## src/rtl/oc_qsfp_pkg.sv

```systemverilog
// Shared types and default timing constants for the QSFP sideband sequencer.
// Defaults are sized for a 156.25 MHz reference clock.
package oc_qsfp_pkg;

  typedef enum logic [2:0] {
    ABSENT   = 3'd0,
    DEBOUNCE = 3'd1,
    RESET    = 3'd2,
    INIT     = 3'd3,
    READY    = 3'd4
  } state_e;

  localparam int unsigned DefaultDebounceCycles  = 156_250;
  localparam int unsigned DefaultResetHoldCycles = 1_600;
  localparam int unsigned DefaultInitWaitCycles  = 312_500_000;

  function automatic int unsigned maxOf3(int unsigned a, int unsigned b, int unsigned c);
    int unsigned m;
    m = (a > b) ? a : b;
    return (m > c) ? m : c;
  endfunction

endpackage

```

## src/rtl/oc_qsfp_input_sync.sv

```systemverilog
// Two-flop synchronizer for asynchronous sideband pins; resets to all-ones
// so active-low pins read as deasserted while in reset.
module oc_qsfp_input_sync #(
  parameter int unsigned Width = 1
) (
  input  logic             clock,
  input  logic             resetN,
  input  logic [Width-1:0] asyncIn,
  output logic [Width-1:0] syncOut
);

  logic [Width-1:0] meta;

  always_ff @(posedge clock or negedge resetN) begin
    if (!resetN) begin
      meta    <= '1;
      syncOut <= '1;
    end else begin
      meta    <= asyncIn;
      syncOut <= meta;
    end
  end

endmodule

```

## src/rtl/oc_qsfp_sideband.sv

```systemverilog
// Per-cage QSFP sideband sequencer: debounce ModPrsL, pulse ResetL, wait init, report status.
// Optional interrupt counter enabled by defining OC_QSFP_SIDEBAND_INT_COUNT_EN.
module oc_qsfp_sideband
  import oc_qsfp_pkg::*;
#(
  parameter int unsigned DebounceCycles  = DefaultDebounceCycles,
  parameter int unsigned ResetHoldCycles = DefaultResetHoldCycles,
  parameter int unsigned InitWaitCycles  = DefaultInitWaitCycles
) (
  input  logic        clock,
  input  logic        resetN,
  input  logic        enable,
  input  logic        softResetReq,
  input  logic        lpModeReq,
  input  logic        modPrsLIn,
  input  logic        intLIn,
  output logic        resetLOut,
  output logic        resetLTristate,
  output logic        lpModeOut,
  output logic        lpModeTristate,
  output logic        modSelLOut,
  output logic        modSelLTristate,
  output logic        present,
  output logic        ready,
  output logic        intActive,
  output state_e      state,
  output logic [15:0] intCount
);

  localparam int unsigned CounterWidth =
    $clog2(maxOf3(DebounceCycles, ResetHoldCycles, InitWaitCycles)) + 1;

  localparam logic [CounterWidth-1:0] DebounceTerm  = CounterWidth'(DebounceCycles - 1);
  localparam logic [CounterWidth-1:0] ResetHoldTerm = CounterWidth'(ResetHoldCycles - 1);
  localparam logic [CounterWidth-1:0] InitWaitTerm  = CounterWidth'(InitWaitCycles - 1);

  logic                    syncPrsL;
  logic                    syncIntL;
  logic [CounterWidth-1:0] count;
  logic [CounterWidth-1:0] countTerm;
  logic                    countDone;
  state_e                  stateNext;

  oc_qsfp_input_sync #(.Width(2)) uInputSync (
    .clock   (clock),
    .resetN  (resetN),
    .asyncIn ({modPrsLIn, intLIn}),
    .syncOut ({syncPrsL, syncIntL})
  );

  assign resetLTristate  = 1'b0;
  assign lpModeTristate  = 1'b0;
  assign modSelLTristate = 1'b0;

  always_comb begin
    countTerm = '1;
    unique case (state)
      DEBOUNCE: countTerm = DebounceTerm;
      RESET:    countTerm = ResetHoldTerm;
      INIT:     countTerm = InitWaitTerm;
      default:  countTerm = '1;
    endcase
  end

  assign countDone = (count == countTerm);

  always_comb begin
    stateNext = state;
    unique case (state)
      ABSENT:   if (!syncPrsL) stateNext = DEBOUNCE;
      DEBOUNCE: begin
        if (syncPrsL)       stateNext = ABSENT;
        else if (countDone) stateNext = RESET;
      end
      RESET: begin
        if (syncPrsL)                 stateNext = ABSENT;
        else if (countDone && enable) stateNext = INIT;
      end
      INIT: begin
        if (syncPrsL)                     stateNext = ABSENT;
        else if (softResetReq || !enable) stateNext = RESET;
        else if (countDone)               stateNext = READY;
      end
      READY: begin
        if (syncPrsL)                     stateNext = ABSENT;
        else if (softResetReq || !enable) stateNext = RESET;
      end
      default: stateNext = ABSENT;
    endcase
  end

  // Outputs decode the next state so they change on the same edge as the state register.
  // The counter freezes at its terminal value so a parked RESET can still leave once enabled.
  always_ff @(posedge clock or negedge resetN) begin
    if (!resetN) begin
      state      <= ABSENT;
      count      <= '0;
      resetLOut  <= 1'b0;
      lpModeOut  <= 1'b1;
      modSelLOut <= 1'b1;
      present    <= 1'b0;
      ready      <= 1'b0;
      intActive  <= 1'b0;
    end else begin
      state <= stateNext;
      if (stateNext != state) begin
        count <= '0;
      end else if (!countDone && (count != '1)) begin
        count <= count + CounterWidth'(1);
      end
      resetLOut  <= (stateNext == INIT) || (stateNext == READY);
      lpModeOut  <= (stateNext == READY) ? lpModeReq : 1'b1;
      modSelLOut <= (stateNext != READY);
      present    <= (stateNext == RESET) || (stateNext == INIT) || (stateNext == READY);
      ready      <= (stateNext == READY);
      intActive  <= (stateNext == READY) && !syncIntL;
    end
  end

`ifdef OC_QSFP_SIDEBAND_INT_COUNT_EN
  logic intLPrev;

  always_ff @(posedge clock or negedge resetN) begin
    if (!resetN) begin
      intLPrev <= 1'b1;
      intCount <= '0;
    end else begin
      intLPrev <= syncIntL;
      if ((stateNext == ABSENT) && (state != ABSENT)) begin
        intCount <= '0;
      end else if (ready && intLPrev && !syncIntL && (intCount != '1)) begin
        intCount <= intCount + 16'd1;
      end
    end
  end
`else
  assign intCount = '0;
`endif

endmodule
```

## config.mk

```make
export PLATFORM = sky130hd
export DESIGN_NAME = oc_qsfp_sideband
export DESIGN_NICKNAME = d
export VERILOG_FILES = /design/src/rtl/oc_qsfp_pkg.sv /design/src/rtl/oc_qsfp_input_sync.sv /design/src/rtl/oc_qsfp_sideband.sv
export SDC_FILE = /design/constraint.sdc
export NUM_CORES = 1
export LEC_CHECK = 0
export ABC_AREA = 1
export CAP_MARGIN = 40
export CORE_ASPECT_RATIO = 1.1
export CORE_MARGIN = 2
export CORE_UTILIZATION = 58
export DETAILED_ROUTE_END_ITERATION = 10
export HOLD_SLACK_MARGIN = 0.03
export PLACE_DENSITY_LB_ADDON = 0.2
export SLEW_MARGIN = 20
export SYNTH_ARGS = -nofsm -noshare
export SYNTH_HDL_FRONTEND = slang
export SYNTH_HIERARCHICAL = 1
export SYNTH_SLANG_ARGS = --single-unit
export TNS_END_PERCENT = 50
```

## constraint.sdc

```tcl
create_clock -name clock -period 2.7 [get_ports clock]
set_input_delay 0.675 -clock clock [delete_from_list [all_inputs] [get_ports clock]]
set_output_delay 0.675 -clock clock [all_outputs]
set_load 0.05 [all_outputs]
```

==> implementation parameters, run 1 <==
Parameter                              Value

Outcome
  Result of the run ... complete, no violations

Final layout
  Inserted Diodes ... 0
  Area Growth Syn to Fin ... 9.07%
  Area of all sequential standard cells ... 1090 µm²
  Post-layout utilization of the core ... 64.7%
  Most common cell after layout, fill and taps aside ... sky130_fd_sc_hd__nand2_1
  Multi-input gate area in the final layout ... 1880 µm²
  Total of fill cells in the finished design ... 516
  Most frequent cells in the layout ... sky130_fd_sc_hd__nand2_1, sky130_fd_sc_hd__inv_1, sky130_fd_sc_hd__nor2_1, sky130_fd_sc_hd__nor2_4, sky130_fd_sc_hd__dfrtp_1
  Post-layout nets ... 476
  Fraction of layout cells with a size suffix above 1 ... 19.4%

Global route
  Antenna violations before repair ... 0
  Largest net degree at the start of global routing ... 27
  First-pass GRT wire length ... 12.4 mm
  Global router's overall resource usage ... 23.9%
  Remaining Overflow, GRT ... 0
  Vias in the first global route ... 2,693

Die
  Die Wd ... 76.8 µm
  Initial core utilization ... 59.3%
  Die Ht ... 84.1 µm
  Area of the die ... 6450 µm²
  Ports ... 35
  Core box area ... 5700 µm²
  Total number of placement rows ... 29

Logic synthesis
  Synth Register Bits ... 43
  Sequential element share of the synthesized area ... 32.1%
  Average cell area after synthesis ... 7.51 µm²
  Fraction of registers with async set/reset ... 100%
  Post-Syn Instances ... 450
  Dominant synthesized flop cell ... sky130_fd_sc_hd__dfrtp_1
  Warnings, synthesis ... 6
  Netlist area before placement ... 3380 µm²
  Number of unique standard cell types used by synthesis ... 37
  Number of flops mapped to enable cells by yosys ... 0

Routing
  Average wire per standard cell ... 13.2 µm
  Number of DRC violations after detailed routing ... 0
  DRT Wirelength ... 7.20 mm
  Total via count after detailed routing ... 2,773
  Initial DRC count ... 130
  Routed Antenna Nets ... 0
  Detailed-routing iteration count for the pre-antenna-repair pass ... 4
  Per-cell via count in the routed design ... 5.08

Timing
  Max Transition Viols Final ... 0
  Slew at the pin closest to its max-slew limit ... 499 ps
  Time the final worst path needs with I/O delays and setup ... 2450 ps
  Total of endpoints with negative setup slack in the final report ... 0
  Max-slew headroom ... 66.6%
  Post-route setup TNS ... 0 ps
  Final clock period utilization by the worst path ... 90.8%
  Highest attainable clock frequency ... 408 MHz
  Total count of hold-check failures in the final report ... 0
  RSZ-0062 raised after global routing ... no
  Layout Skew ... 10.1 ps

Power and ir drop
  Cell Pwr Density ... 393 nW/µm²
  Share of power burned in the clock network ... 40.9%
  Sequential share of power ... 45.7%
  Internal power ... 1070 µW
  Switching power share of the total ... 26.2%
  Overall power consumption ... 1450 µW
  Max VDD drop ... 0.000201 V
  Part of the power in combinational logic ... 13.4%
  Net load switching power ... 380 µW
  Static power due to leakage ... 0.00155 µW

Setup path
  Worst-path maximum fanout ... 11
  Launching element type of the critical path ... flop
  Required time reported for the critical path endpoint ... 2880 ps
  Worst R2R Start ... state[1]
  CP Cell Sequence ... inv_6 > nand2_1 > nor2_1 > nand2_1 > nand2_1 > nand2_1 > nor2_4 > nand3_4 > nor2_1 > nor2_1 > nand2_2 > nand3_2 > nand2_1 > inv_2 > nand3_4 > buf_12 > nor2_4
  Terminus of the critical flop-to-flop path ... count[11]
  Top cell by count, worst path ... sky130_fd_sc_hd__nand2_1
  Cell depth of the worst flop-to-flop path ... 17
  Endpoint type of the worst setup path ... flop
  Worst EP arrival ... 2630 ps
  Critical path buffers and inverters ... 3
  Category of cells accounting for the largest share of critical-path delay ... simple AND/OR/NAND/NOR gates
  Crit path max-delay cell type ... sky130_fd_sc_hd__dfrtp_2
  R2r setup slk ... 250 ps
  Biggest cell delay along the critical path ... 540 ps
  Class of the most critical setup path ... flop to flop

Clock tree
  Post-CTS Hold Fix Bufs ... 0
  Number of levels the H-tree was split into ... 2
  Clk pin slew, worst setup/hold paths ... 90 ps
  CTS Buffer Depth ... 2
  TritonCTS Buffers ... 5
  Worst-Skew Late Latency ... 300 ps
  Number of sinks on the clock net ... 43
  Library cell used as clock root buffer ... sky130_fd_sc_hd__clkbuf_8
  CTS tree ... yes

Placed design
  Total of buffers placed on input and output ports ... 15
  Final weighted congestion of routability-driven global placement ... 0.927
  Final HPWL DP ... 5.80 mm

Run
  Number of maximum-capacitance violations ... 0

Hold path
  Worst hold-check path type ... input port to asynchronous set/reset pin
[how the worst max path moves through the flow]
stage | from | to | slack [ps] | depth (start not counted)
floorplan | state[1] | count[11] | 420 | 17
detailed placement | enable | count[11] | 70 | 13
global route | state[1] | count[11] | 100 | 17
finish | state[1] | count[11] | 250 | 17
CTS | state[1] | state[1] | 80 | 1
global placement | enable | count[11] | 180 | 13
[kinds of logic after synthesis]
family,synth area share (%)
buffers and inverters,14.4
XOR/XNOR,4.15
flip-flops,32.1
AND/OR/NAND/NOR,46.5
adder cells (fa/ha/maj),0.370
AO/OA/AOI/OAI,2.44
other,0.111
[layer usage]
metal	share of wire, %	vias to the layer above	wire, µm	track usage [%]
li1	-	1402	-	-
met3	4.9	14	354	3.68
met1	44	1285	3170	31.7
met2	50	72	3560	40.4
met4	1.6	0	112	6.78
met5	0	-	0	0
[power by group through the flow]
stage,clock (µW),combinational [µW],sequential [µW]
2_1_floorplan,0,172,674
3_3_place_gp,0,187,675
3_5_place_dp,0,195,675
4_1_cts,612,195,662
5_1_grt,634,208,664
6_report,593,194,663
[area by class of cell]
type | count | share of cell area, %
clock inverter | 3 | 1.83
inverter | 64 | 6.92
sequential | 43 | 29.5
multi-input combinational | 334 | 51.0
clock buffer | 5 | 1.87
tap | 77 | 2.61
timing repair buffer | 20 | 6.31
[state kept, by name, indices dropped and copies added (netlist names)]
register            cells
count                  30
state                   3
uInputSync/meta         2
uInputSync/syncOut      2
intActive               1
lpModeOut               1
modSelLOut              1
present                 1
ready                   1
resetLOut               1
[Yosys cell counts (6+ instances only)]
cell / n / area [µm²]
sky130_fd_sc_hd__xor2_1: 13 / 114
sky130_fd_sc_hd__o21ai_0: 10 / 50.1
sky130_fd_sc_hd__nor2_1: 50 / 188
sky130_fd_sc_hd__dfrtp_1: 37 / 926
sky130_fd_sc_hd__nor3_1: 12 / 60.1
sky130_fd_sc_hd__nand3_1: 21 / 105
sky130_fd_sc_hd__inv_1: 57 / 214
sky130_fd_sc_hd__nand2_2: 7 / 43.8
sky130_fd_sc_hd__nand4_1: 21 / 131
sky130_fd_sc_hd__nand2_1: 114 / 428
sky130_fd_sc_hd__dfstp_2: 6 / 158
sky130_fd_sc_hd__nor2_4: 34 / 383
sky130_fd_sc_hd__buf_4: 19 / 143
sky130_fd_sc_hd__nor2_2: 7 / 43.8
[through the flow]
| step | hold slack (ps) | cell area [µm²] | setup slack (ps) | cells |
|---|---|---|---|---|
| floorplan | 345 | 3450 | 422 | 468 |
| global placement | 346 | 3530 | 183 | 537 |
| detailed placement | 347 | 3550 | 72.5 | 538 |
| CTS | 301 | 3680 | 76.8 | 546 |
| global route | 319 | 3690 | 96.1 | 546 |
| finish | 295 | 3690 | 250 | 546 |
[worst reg2reg max path, delay by kind of cell (launching register included)]
kind,cells,cell delay [ps]
flops,1,540
buf+inv,3,400
simple gates,14,1390
[repair_timing]
action                                 4_1_cts  5_1_grt
gates resized for setup                      0        3
endpoints found under the hold margin        0        0
buffers inserted                             0        0
setup endpoints to repair                    0       27
Power figures use the tool's default switching activity.
==> run 2, diff against run 1 <==
- ABC_AREA: 1 -> 0
- CORE_UTILIZATION: 58 -> 56
- SYNTH_HIERARCHICAL: 1 -> unset
==> implementation parameters, run 2 <==
Parameter                              Value

Outcome
  Result of the run ... complete, no violations (unchanged)

Setup path
  Launching element of the worst setup path ... state[2] (was state[1])
  R2r setup slk ... 190 ps (was 250 ps)
  Endpoint type of the worst setup path ... primary output (was flop)
  Critical Path Sink ... state[2] (was count[11])
  Terminus of the critical flop-to-flop path ... count[1] (was count[11])
  Launching element type of the critical path ... flop (unchanged)
  Required time reported for the critical path endpoint ... 2030 ps (was 2880 ps)
  Class of the most critical setup path ... flop to primary output (was flop to flop)
  Cell depth of the worst flop-to-flop path ... 6 (was 17)
  Worst EP arrival ... 1940 ps (was 2630 ps)
  Worst R2R Start ... state[2] (was state[1])
  Worst-path maximum fanout ... 11 (unchanged)

Timing
  Layout Skew ... 5.52 ps (was 10.1 ps)
  Final setup margin ... 80.8 ps (was 250 ps)
  Time the final worst path needs with I/O delays and setup ... 2620 ps (was 2450 ps)
  Final clock period utilization by the worst path ... 97.0% (was 90.8%)
  Max Transition Viols Final ... 0 (unchanged)
  Max-slew headroom ... 61.5% (was 66.6%)
  Highest attainable clock frequency ... 382 MHz (was 408 MHz)
  Slew at the pin closest to its max-slew limit ... 573 ps (was 499 ps)
  Post-route setup TNS ... 0 ps (unchanged)
  Total count of hold-check failures in the final report ... 0 (unchanged)
  Total of endpoints with negative setup slack in the final report ... 0 (unchanged)
  RSZ-0062 raised after global routing ... no (unchanged)

Placed design
  Final weighted congestion of routability-driven global placement ... 0.861 (was 0.927)
  Final HPWL DP ... 4.89 mm (was 5.80 mm)
  Setup slack after placement ... 158 ps (was 72.5 ps)
  Total of buffers placed on input and output ports ... 15 (unchanged)

Global route
  Global-route met3 utilization ... 4.67% (was 3.68%)
  First-pass GRT wire length ... 11.3 mm (was 12.4 mm)
  Antenna violations before repair ... 0 (unchanged)
  Met2 Track Usage GR ... 37.0% (was 40.4%)
  Largest net degree at the start of global routing ... 39 (was 27)
  Vias in the first global route ... 2,254 (was 2,693)
  GR met1 Demand/Resource ... 36.4% (was 31.7%)
  Remaining Overflow, GRT ... 0 (unchanged)
  Global router's overall resource usage ... 25.0% (was 23.9%)
  Routing layer with the top usage in global route ... met2 (unchanged)

Logic synthesis
  Synth top area cells ... sky130_fd_sc_hd__dfrtp_1, sky130_fd_sc_hd__buf_4, sky130_fd_sc_hd__dfstp_2 (was sky130_fd_sc_hd__dfrtp_1, sky130_fd_sc_hd__nand2_1, sky130_fd_sc_hd__nor2_4)
  Synth Register Bits ... 43 (unchanged)
  Post-Syn Instances ... 309 (was 450)
  Netlist area before placement ... 2930 µm² (was 3380 µm²)
  Number of unique standard cell types used by synthesis ... 70 (was 37)
  Warnings, synthesis ... 0 (was 6)
  Leading post-synthesis cells by instance count ... sky130_fd_sc_hd__dfrtp_1, sky130_fd_sc_hd__a21oi_1, sky130_fd_sc_hd__buf_4, sky130_fd_sc_hd__nand2_1, sky130_fd_sc_hd__nand4_1 (was sky130_fd_sc_hd__nand2_1, sky130_fd_sc_hd__inv_1, sky130_fd_sc_hd__nor2_1, sky130_fd_sc_hd__dfrtp_1, sky130_fd_sc_hd__nor2_4)
  Post-synth top area share ... 31.6% (was 27.4%)
  Number of flops mapped to enable cells by yosys ... 0 (unchanged)
  Fraction of registers with async set/reset ... 100% (unchanged)
  Count leader, synth ... sky130_fd_sc_hd__dfrtp_1 (was sky130_fd_sc_hd__nand2_1)
  Dominant synthesized flop cell ... sky130_fd_sc_hd__dfrtp_1 (unchanged)
  Sequential element share of the synthesized area ... 37.0% (was 32.1%)
  Leading area contributor after synthesis ... sky130_fd_sc_hd__dfrtp_1 (unchanged)
  Average cell area after synthesis ... 9.49 µm² (was 7.51 µm²)

Routing
  Total via count after detailed routing ... 2,471 (was 2,773)
  Number of DRC violations after detailed routing ... 0 (unchanged)
  Initial DRC count ... 176 (was 130)
  Per-cell via count in the routed design ... 6.40 (was 5.08)
  DRT Wirelength ... 6.63 mm (was 7.20 mm)
  Detailed-routing iteration count for the pre-antenna-repair pass ... 4 (unchanged)
  Routed Antenna Nets ... 0 (unchanged)
  Average wire per standard cell ... 17.2 µm (was 13.2 µm)

Final layout
  Largest register FFs ... 30 (unchanged)
  Most frequent cells in the layout ... sky130_fd_sc_hd__dfrtp_1, sky130_fd_sc_hd__a21oi_1, sky130_fd_sc_hd__nand4_1, sky130_fd_sc_hd__nand2_1, sky130_fd_sc_hd__conb_1 (was sky130_fd_sc_hd__nand2_1, sky130_fd_sc_hd__inv_1, sky130_fd_sc_hd__nor2_1, sky130_fd_sc_hd__nor2_4, sky130_fd_sc_hd__dfrtp_1)
  Multi-input gate area in the final layout ... 1640 µm² (was 1880 µm²)
  Area of all sequential standard cells ... 1080 µm² (was 1090 µm²)
  Post-layout utilization of the core ... 62.9% (was 64.7%)
  Area Growth Syn to Fin ... 8.07% (was 9.07%)
  Inserted Diodes ... 0 (unchanged)
  Leading registers by flop count ... count x30, state x3 (unchanged)
  Most common cell after layout, fill and taps aside ... sky130_fd_sc_hd__dfrtp_1 (was sky130_fd_sc_hd__nand2_1)
  Total of fill cells in the finished design ... 416 (was 516)
  Fraction of layout cells with a size suffix above 1 ... 15.9% (was 19.4%)
  Post-layout nets ... 335 (was 476)
  Most flops, register ... count (unchanged)

Power and ir drop
  Switching power share of the total ... 38.8% (was 26.2%)
  Internal power ... 1280 µW (was 1070 µW)
  Static power due to leakage ... 0.00119 µW (was 0.00155 µW)
  Max VDD drop ... 0.000383 V (was 0.000201 V)
  Cell Pwr Density ... 662 nW/µm² (was 393 nW/µm²)
  Part of the power in combinational logic ... 37.8% (was 13.4%)
  Sequential share of power ... 37.0% (was 45.7%)
  Net load switching power ... 813 µW (was 380 µW)
  Share of power burned in the clock network ... 25.2% (was 40.9%)

Die
  Area of the die ... 5830 µm² (was 6450 µm²)
  Core box area ... 5030 µm² (was 5700 µm²)
  Ports ... 35 (unchanged)
  Initial core utilization ... 58.2% (was 59.3%)
  Die Wd ... 73.0 µm (was 76.8 µm)
  Die Ht ... 79.9 µm (was 84.1 µm)
  Total number of placement rows ... 27 (was 29)

Clock tree
  Clk pin slew, worst setup/hold paths ... 80 ps (was 90 ps)
  Worst-Skew Late Latency ... 300 ps (about the same)
  CTS tree ... yes (unchanged)
  Setup Fix Bufs, Post-CTS ... 0 (unchanged)
  Number of sinks on the clock net ... 43 (unchanged)
  Post-CTS Hold Fix Bufs ... 0 (unchanged)
  CTS Buffer Depth ... 2 (unchanged)
  TritonCTS Buffers ... 5 (unchanged)
  Library cell used as clock root buffer ... sky130_fd_sc_hd__clkbuf_8 (unchanged)
  Number of levels the H-tree was split into ... 2 (unchanged)
  CTS-repair resized insts ... 0 (unchanged)

Hold path
  Worst hold-check path type ... input port to asynchronous set/reset pin (unchanged)

Run
  Number of maximum-capacitance violations ... 0 (unchanged)
run 2: area by class of cell:
type	count	share of cell area [%]
Sequential cell	43	34.2
Tap cell	58	2.29
Clock inverter	2	1.11
Clock buffer	6	2.61
Inverter	8	0.948
Timing Repair Buffer	26	7.19
Multi-Input combinational cell	243	51.6
run 2: through the flow:
step	power, µW	cell area (µm²)	cells	hold WS (ps)
finish	2100	3170	386	311
global route	2210	3170	386	345
CTS	2110	3170	386	325
detailed placement	1580	3050	378	347
global placement	1570	3050	378	347
floorplan	1430	3000	327	345
run 2: power by group through the flow:
stage	clock network, µW	logic [µW]	registers, µW
2_1_floorplan	0	591	842
3_3_place_gp	0	785	782
3_5_place_dp	0	793	786
4_1_cts	536	797	773
5_1_grt	564	861	787
6_report	528	793	777
run 2: per-layer routing:
| metal | wire (µm) | vias up |
|---|---|---|
| met3 | 368 | 14 |
| met5 | 0 | - |
| met2 | 3150 | 86 |
| met4 | 124 | 0 |
| li1 | - | 1164 |
| met1 | 2990 | 1207 |
run 2: how the worst min path moves through the flow:
stage	startpoint	endpoint	slack, ps	depth (start not counted)
final	resetN	count[27]	310	1
after global routing	resetN	count[27]	340	1
after CTS	resetN	count[29]	320	1
after detailed placement	uInputSync.meta[1]	uInputSync.syncOut[1]	350	0
after global placement	uInputSync.meta[0]	uInputSync.syncOut[0]	350	0
after floorplan	uInputSync.meta[0]	uInputSync.syncOut[0]	350	0
run 2: cells by family (layout without fill, tap and decap cells):
group                      Yosys count  after routing  share of synthesized area [%]
buffers and inverters               41             42                           9.69
muxes                                2              2                          0.683
and+or+nand+nor                    137            137                           29.7
adders and majority gates            1              1                          0.427
AOI/OAI and AO/OA                   77             77                           20.3
xor gates and xnor gates             7              7                           2.09
other                                1             19                          0.128
DFF                                 43             43                           37.0
run 2: worst max-delay path, stage by stage, from the launching register on:
cell and delay, ps:
sky130_fd_sc_hd__dfrtp_1 620, sky130_fd_sc_hd__buf_4 220, sky130_fd_sc_hd__clkdlybuf4s50_1 800
==> edit (flow settings as in run 1) <==
The option `OC_QSFP_SIDEBAND_INT_COUNT_EN` is turned on by a define.
--- a/src/rtl/oc_qsfp_sideband.sv
+++ b/src/rtl/oc_qsfp_sideband.sv
@@ -1,5 +1,7 @@
 // Per-cage QSFP sideband sequencer: debounce ModPrsL, pulse ResetL, wait init, report status.
 // Optional interrupt counter enabled by defining OC_QSFP_SIDEBAND_INT_COUNT_EN.
+`define OC_QSFP_SIDEBAND_INT_COUNT_EN
+
 module oc_qsfp_sideband
   import oc_qsfp_pkg::*;
 #(
Check against the original RTL: same outputs for any inputs over 10 cycles, from zero or initial values and one cycle with resetN low; that may be too few to reach the edited logic, so the function may still have changed.
==> edit against run 1 <==
Routed wire length up 37%; largest cell class unchanged; setup slack worse by 0.043 ns; critical path type is now register to output port; synthesized area up 16%; power up 42%; sequential cell count up 17; final area up 23%; non-clock buffer count up 23; clock power up 41%; maximum frequency down 1.7%.
==> edit: results (changes against run 1) <==
** Clocking
- Source-to-sink clock delay at the later pin of the worst-skew pair :: 0.35 ns (+0.05 ns)
- The tree is rooted in a sky130_fd_sc_hd__clkbuf_8.
- CTS Buffer Depth :: 2 (unchanged)
- Clock edge transition at the registers on the reported setup and hold paths :: 0.07 ns (-0.02 ns)
- The number of clock buffers inserted by TritonCTS was 9 (+4).
- Number of H-tree branching levels :: 3 (+1)

** Setup path
- The number of cells on the worst reg-to-reg path is 13 (-4).
- Peak fanout along the critical path :: 7 (-4)
- The maximum cell stage delay along the critical path was 0.80 ns (+0.26 ns).
- Worst Setup SP :: state[0]$_DFF_PN0_
- Critical path's top delay family :: buffers and inverters
- Critical register-to-register path endpoint :: count[19]$_DFFE_PN0P_
- Critical path data arrival time :: 1.82 ns (-0.81 ns)
- Startpoint of the worst-slack reg-to-reg timing path :: state[2]$_DFF_PN0_
- Destination of the critical timing path :: state[0]
- On the critical path, the stage with the largest delay is an instance of sky130_fd_sc_hd__clkdlybuf4s50_1.

** GRT
- The number of global-route vias before repair was 3535 (+31%).
- The global-route wire length before repair came to 16120 um (+30%).
- The number of antenna violations at the first check in global routing was 0 (unchanged).
- GR Util All Layers :: 0.2846 (+0.04553)
- Largest net degree at the start of global routing :: 28 (+3.7%)

** STA
- Remaining max-slew budget at the tightest pin :: 0.5902 (-0.07622)
- The clock tree skew after final layout came to 0.007553 ns (-0.002588 ns).

** Power
- The combinational power came to 0.269 mW (+39%).
- The internal power summed over all cells was 1.477 mW (+38%).
- Static Leak :: 1.938 nW (+25%)
- Reg power frac :: 0.461 (+0.004)
- Power consumed by sequential cells :: 0.946 mW (+43%)
- Peak supply drop :: 308.7 uV (+54%)

** Placed design
- The number of I/O port buffers is 31 (+16).
- Post-detailed-placement half-perimeter wirelength :: 7333 um (+26%)
- The last weighted congestion value of the routability-driven placer is 0.9311 (+0.47%).

** Cells and area
- The number of nets at the end of the flow is 591 (+24%).
- The fill cell instance count of the final layout is 540 (+4.7%).
- Registers with the most flip-flops :: count: 30 flops, intCount: 16 flops, state: 3 flops
- Share of layout cells above drive strength 1 :: 0.1312 (-0.06285)
- Number of diodes :: 0 (unchanged)

** Worst hold path
- Type of the most critical hold path :: input pin to asynchronous set/reset pin

** Drt
- Count of TritonRoute iterations in the first routing pass :: 6 (+2)
- The ratio of routed vias to standard cells came to 5.614 (+11%).
- WL per Instance :: 14.78 um (+12%)
- The initial DRC count came to 225 (+73%).

** Synth
- Sequential fraction of the synthesis area :: 0.3862 (+0.06562)
- Warnings from Yosys :: 6 (unchanged)
- Commonest cells in the synthesized netlist :: sky130_fd_sc_hd__nand2_1, sky130_fd_sc_hd__nor2_1, sky130_fd_sc_hd__inv_1
- Share of flip-flops with an asynchronous set or reset after synthesis :: 1.000 (unchanged)
- After synthesis, the cell types taking the most area are sky130_fd_sc_hd__dfrtp_1, sky130_fd_sc_hd__nand2_1, sky130_fd_sc_hd__nor2_1.
- Distinct cells, synth :: 37 (unchanged)
- Most used DFF post-synth :: sky130_fd_sc_hd__dfrtp_1

** Status
- Outcome :: completed
edit: cell count changes in the layout (fill, tap and decap cells not counted), moves of 5 or more:
cell                              change
sky130_fd_sc_hd__nor2_1              +50
sky130_fd_sc_hd__nor2_4              -31
sky130_fd_sc_hd__nand3_1             +21
sky130_fd_sc_hd__dfrtp_1             +19
sky130_fd_sc_hd__clkdlybuf4s50_1     +16
sky130_fd_sc_hd__conb_1              -16
sky130_fd_sc_hd__a21oi_1             +13
sky130_fd_sc_hd__xor2_1              +11
sky130_fd_sc_hd__a21oi_2             +10
sky130_fd_sc_hd__buf_4               +10
sky130_fd_sc_hd__clkbuf_8             +6
sky130_fd_sc_hd__nor2_2               -6
sky130_fd_sc_hd__nor3_1               +5
edit: through the flow:
step                hold slack [ns]  setup slack [ns]    util  cell area, sq um  instances
finish                       0.3282            0.2071  0.6940              4549        669
detailed placement           0.3521           0.03925  0.6612              4334        653
global route                 0.3652           0.01714  0.6940              4549        669
CTS                          0.3535            0.1878  0.6921              4537        669
floorplan                    0.3452            0.2342       -              3918        539
global placement             0.3455            0.1022  0.6612              4334        653
edit: metal layers:
layer / share of wire / track usage
met2: 0.49 / 0.4536
met1: 0.39 / 0.3381
met5: 0 / 0
met4: 0.050 / 0.1917
met3: 0.072 / 0.05422
edit: kinds of logic (layout without fill, tap and decap cells):
| logic type | Yosys count | count (layout) | synth area share |
|---|---|---|---|
| other | 1 | 3 | 0.0009591 |
| AOI/OAI and AO/OA | 45 | 45 | 0.07744 |
| buffers and inverters | 78 | 126 | 0.08832 |
| xor gates and xnor gates | 26 | 26 | 0.05824 |
| muxes | 1 | 1 | 0.002880 |
| adders and majority gates | 2 | 2 | 0.006399 |
| and+or+nand+nor | 324 | 324 | 0.3795 |
| DFF | 60 | 60 | 0.3862 |
edit: worst min path at each step:
stage,end,slack [ns]
finish,intCount[11]$_DFFE_PN0P_,0.33
global route,uInputSync/syncOut[0]$_DFF_PN1_,0.37
CTS,intCount[12]$_DFFE_PN0P_,0.35
detailed placement,uInputSync/syncOut[0]$_DFF_PN1_,0.35
global placement,uInputSync/syncOut[1]$_DFF_PN1_,0.35
floorplan,uInputSync/syncOut[0]$_DFF_PN1_,0.35
edit: what timing repair did:
action | in CTS | in global routing
resized for setup | 0 | 3
endpoints found under the setup margin | 0 | 28
setup buffers | 0 | 0
edit: layout make-up:
class,count,area share
Sequential cell,60,0.3320
Inverter,67,0.05528
Multi-Input combinational cell,401,0.4560
Clock buffer,12,0.03410
Tap cell,82,0.02255
Timing Repair Buffer,43,0.08966
Clock inverter,4,0.01045
